### config.mk
export PLATFORM = sky130hd
export DESIGN_NAME = seq_serializer
export DESIGN_NICKNAME = d
export VERILOG_FILES = /design/src/rtl/seq_serializer.sv
export SDC_FILE = /design/constraint.sdc
export NUM_CORES = 1
export LEC_CHECK = 0
export ABC_AREA = 1
export BUFFER_PORTS_ARGS = -buffer_cell sky130_fd_sc_hd__clkbuf_2
export CORE_ASPECT_RATIO = 2
export CORE_MARGIN = 3
export CORE_UTILIZATION = 53
export DETAILED_ROUTE_END_ITERATION = 8
export PLACE_DENSITY = 0.79
export SLEW_MARGIN = 20
export SYNTH_ARGS = -nofsm -noshare
export SYNTH_HDL_FRONTEND = slang
export SYNTH_SLANG_ARGS = --single-unit
### constraint.sdc
create_clock -name clk -period 1.6 [get_ports clk]
set_input_delay 0.08 -clock clk [delete_from_list [all_inputs] [get_ports clk]]
set_output_delay 0.08 -clock clk [all_outputs]
set_load 0.005 [all_outputs]
### src/rtl/seq_serializer.sv
// seq_serializer: parallel-to-serial bit source with a one-word holding buffer.
// Words arrive over a valid/ready handshake and leave one bit per clock on dout.
// A word accepted while another is shifting waits in the holding register and
// follows the current word with no idle cycle in between.
module seq_serializer #(
  parameter int WIDTH     = 32,
  parameter bit MSB_FIRST = 1'b1
) (
  input  logic             clk,
  input  logic             rst_n,
  input  logic [WIDTH-1:0] load_data,
  input  logic             load_valid,
  output logic             load_ready,
  output logic             dout,
  output logic             dout_valid,
  output logic             word_done,
  output logic             busy
);

  localparam int CW = $clog2(WIDTH);
  localparam logic [CW-1:0] LAST = CW'(WIDTH - 1);

  typedef enum logic {
    IDLE  = 1'b0,
    SHIFT = 1'b1
  } state_t;

  state_t           state_reg, state_next;
  logic [WIDTH-1:0] sreg_reg, sreg_next;
  logic [WIDTH-1:0] hold_reg, hold_next;
  logic             hold_full_reg, hold_full_next;
  logic [CW-1:0]    bcnt_reg, bcnt_next;

  logic [WIDTH-1:0] shifted;
  logic             xfer;
  logic             last_bit;
  logic             out_bit;

  // The outgoing bit sits at one end of sreg; each shift moves the next bit
  // toward that end and back-fills the far end with zero.
  genvar gi;
  generate
    for (gi = 0; gi < WIDTH; gi++) begin : g_shift
      if (MSB_FIRST) begin : g_msb
        if (gi == 0) begin : g_fill
          assign shifted[gi] = 1'b0;
        end else begin : g_move
          assign shifted[gi] = sreg_reg[gi-1];
        end
      end else begin : g_lsb
        if (gi == WIDTH - 1) begin : g_fill
          assign shifted[gi] = 1'b0;
        end else begin : g_move
          assign shifted[gi] = sreg_reg[gi+1];
        end
      end
    end
  endgenerate

  assign out_bit    = MSB_FIRST ? sreg_reg[WIDTH-1] : sreg_reg[0];
  assign load_ready = ~hold_full_reg;
  assign xfer       = load_valid & ~hold_full_reg;
  assign last_bit   = (bcnt_reg == LAST);

  // State and datapath registers; reset discards any word in flight.
  always_ff @(posedge clk or negedge rst_n) begin
    if (!rst_n) begin
      state_reg     <= IDLE;
      sreg_reg      <= '0;
      hold_reg      <= '0;
      hold_full_reg <= 1'b0;
      bcnt_reg      <= '0;
    end else begin
      state_reg     <= state_next;
      sreg_reg      <= sreg_next;
      hold_reg      <= hold_next;
      hold_full_reg <= hold_full_next;
      bcnt_reg      <= bcnt_next;
    end
  end

  // Next-state logic: load, shift, refill from hold or directly at word end.
  always_comb begin
    state_next     = state_reg;
    sreg_next      = sreg_reg;
    hold_next      = hold_reg;
    hold_full_next = hold_full_reg;
    bcnt_next      = bcnt_reg;
    case (state_reg)
      IDLE: begin
        hold_full_next = 1'b0;
        if (xfer) begin
          sreg_next  = load_data;
          bcnt_next  = '0;
          state_next = SHIFT;
        end
      end
      SHIFT: begin
        if (!last_bit) begin
          sreg_next = shifted;
          bcnt_next = bcnt_reg + CW'(1);
          if (xfer) begin
            hold_next      = load_data;
            hold_full_next = 1'b1;
          end
        end else if (hold_full_reg) begin
          // Buffered word follows immediately; load_ready is low here.
          sreg_next      = hold_reg;
          hold_full_next = 1'b0;
          bcnt_next      = '0;
        end else if (xfer) begin
          // Word offered during the last bit goes straight into sreg.
          sreg_next = load_data;
          bcnt_next = '0;
        end else begin
          sreg_next  = shifted;
          bcnt_next  = '0;
          state_next = IDLE;
        end
      end
      default: begin
        state_next = IDLE;
      end
    endcase
  end

  assign dout       = (state_reg == SHIFT) & out_bit;
  assign dout_valid = (state_reg == SHIFT);
  assign word_done  = (state_reg == SHIFT) & last_bit;
  assign busy       = (state_reg == SHIFT) | hold_full_reg;

endmodule

==> flow_summary_export.csv <==
group,metric,value,unit
run_status,outcome,"complete, but fails checks",
global_routing,overflow,0,
sta,whs,0.007085,ns
cells_and_area,syn_to_final_growth,33.34,%
logic_synthesis,syn_area_per_cell,6.950,um2
floorplanning,die_h,123.7,um
worst_setup_path,worstSetupStartpointType,"flop",
worst_setup_path,crit_path_max_fanout,14,
place,gp_congestion,0.7874,
place,dp_cells,650,
floorplanning,die_x,64.84,um
sta,post-route-worst-setup-slack,-0.08694,ns
drt,drt-wirelength-per-cell,14.57,um
sta,max_freq,592.8,MHz
logic_synthesis,syn_area,3670,um2
clock_network,clk_path_buf_depth,2,
hold_path,worstHoldStart,"load_data[0]",
clock_network,cts.htree.levels,3,
cells_and_area,drive_gt1_frac,0.1789,
drt,dr_wl_met3,622,um
worst_setup_path,cp.arrival,1.95,ns
cells_and_area,fillers,495,
place,portBuffers,39,
drt,wl_met2,5468,um
logic_synthesis,synth_cells,528,
sta,skew,0.005238,ns
drt,firstDrtPassIters,5,
worst_setup_path,r2r_slack,-0.09,ns
logic_synthesis,ys_types,18,
logic_synthesis,yosys_register_bits,71,
hold_path,hold_depth,3,
drt,vias,3677,
drt,top_layer,"met4",
cells_and_area,final_nets,649,
sta,slew_viol_final,0,
power_and_ir_drop,power_leakage,2.750,nW
cells_and_area,final_cell_count_no_fill,703,
clock_network,clock_latency,0.33,ns
worst_setup_path,critical_path_required,1.86,ns
power_and_ir_drop,power.total,7.573,mW
drt,routed_wl,10250,um
sta,hold_violations,0,
sta,worstMarginPinSlew,0.4052,ns
hold_path,hold_end,"hold_reg[0]",
run_status,violations,"negative setup slack",
floorplanning,core,6674,um2
global_routing,grt_pass1_vias,3726,
cells_and_area,antennaDiodeCount,0,
floorplanning,initial_core_util,0.5499,
sta,min_period,1.687,ns
worst_setup_path,r2r_start,"bcnt_reg[0]",
sta,rsz0062_at_grt,"true",
sta,setup_viol_count_final,61,
hold_path,hp-class,"input pin to flop",
drt,antenna_left,0,
worst_setup_path,reg2regPathDepth,11,
drt,viasPerCell,5.230,
drt,drc,0,
logic_synthesis,ys_seq_area_frac,0.4841,
cells_and_area,regArea,1777,um2
clock_network,cts_tree,"built",
floorplanning,dieArea,8019,um2
floorplanning,boundaryPins,40,
job,maxCapViolCount,0,
power_and_ir_drop,ir_drop,1.245,mV
global_routing,antenna_found_initial,0,
drt,wl_met1,3820,um
power_and_ir_drop,pwr_density_cell,1548,nW/um2
clock_network,cts_buffers,9,
worst_setup_path,r2r-end,"hold_reg[6]",
sta,fin_setup_tns,-2.239,ns
place,hpwl,5833,um
drt,dr.first_iter.drc_count,313,
sta,slew_headroom,0.7298,
global_routing,grt_first_pass_wirelength,16270,um
worst_setup_path,cp-end-kind,"flop",
clock_network,cts_root_buffer,"clkbuf_16",
clock_network,path_clk_slew,0.05,ns
logic_synthesis,ys_warn_count,0,
global_routing,gr-usage-all-layers,0.2606,
global_routing,grt_max_degree,72,
clock_network,clock_sinks,71,
logic_synthesis,synth_nets,566,
worst_setup_path,path_class,"flop to flop",
cells_and_area,multi_input_area,1692,um2
place,preCtsSetupSlack,-0.1255,ns
sta,period_share,1.054,
floorplanning,num_rows,42,
## cell usage after synthesis (all sizes together)
cell type	number	area, um2
clkinv	9	33.78
a22oi	1	7.510
inv	35	131.4
clkbuf	3	11.26
dfrtp	71	1777
buf	25	135.1
nand3	64	320.3
a21oi	1	5.000
o21ai	6	30.02
nand2	300	1136
ha	3	37.54
nor2	10	45.04
## routing by layer
metal / vias to the layer above / GRT usage
li1: 1769 / -
met1: 1741 / 0.2888
met2: 137 / 0.4503
met3: 30 / 0.05144
met4: 0 / 0.1629
met5: - / 0
## how the worst max path moves through the flow
stage,slack [ns],cells after the start,endpoint,start
6_report,-0.09,11,hold_reg[6],bcnt_reg[0]
5_1_grt,-0.13,11,sreg_reg[1],bcnt_reg[0]
4_1_cts,-0.12,8,word_done,bcnt_reg[1]
3_5_place_dp,-0.13,11,sreg_reg[16],bcnt_reg[1]
3_3_place_gp,-0.03,11,sreg_reg[12],bcnt_reg[1]
2_1_floorplan,0.06,11,sreg_reg[20],bcnt_reg[0]
## cell type report
class,count,area share
clock buffer,14,0.05190
clock inverter,1,0.001023
inverter,44,0.03477
multi-input combinational,385,0.3457
sequential,71,0.3631
tap,88,0.02250
timing repair buffer,100,0.1810
## logic make-up (layout without fill, tap and decap cells)
logic type	after synthesis	count (layout)	share of synthesized area
compound gates	8	8	0.01159
fa+ha+maj	3	3	0.01023
buf+inv	72	159	0.08489
flops	71	71	0.4841
simple gates	374	374	0.4091
## report_power, final
| group | internal [mW] | switching (mW) |
|---|---|---|
| Combinational | 1.16 | 1.61 |
| Clock | 1.08 | 0.712 |
| Sequential | 2.53 | 0.472 |
| Total | 4.78 | 2.80 |
## through the flow
step / utilization / area [um2]
2_1_floorplan: - / 3670
3_3_place_gp: 0.6132 / 4093
3_5_place_dp: 0.6132 / 4093
4_1_cts: 0.7081 / 4726
5_1_grt: 0.7332 / 4893
6_report: 0.7332 / 4893
## worst max-delay path, stage by stage, from the launching register on
cell,delay [ns]
dfrtp_1,0.41
ha_4,0.19
nand2_4,0.08
nor2_4,0.05
buf_4,0.14
ha_4,0.15
nor2_4,0.12
nand2_4,0.10
inv_6,0.10
buf_12,0.14
nand2_1,0.05
nand2_1,0.08
## layout by cell type (no fill, tap or decap), types with 2 or more instances in the layout
master,synthesis,layout
inv_2,4,6
dlygate4sd3_1,0,31
nand2_1,298,285
clkinv_1,9,8
clkbuf_2,0,38
buf_12,0,7
buf_6,0,2
inv_1,31,29
nand2_4,1,5
clkbuf_16,0,12
nand3_1,64,63
o21ai_1,1,3
dfrtp_1,71,71
buf_4,4,17
nor2_1,9,8
o21ai_2,0,2
clkbuf_1,3,4
nor2_4,1,2
ha_4,0,3
nand2_2,1,10
## timing repair
item                                    CTS  global route
cloned                                    0             3
setup buffers                             3             1
hold endpoints to repair                101             0
resized for setup                        13            27
pin swaps                                 4             7
hold buffers                             31             0
endpoints found under the setup margin   65            65
Power figures use the tool's default switching activity.
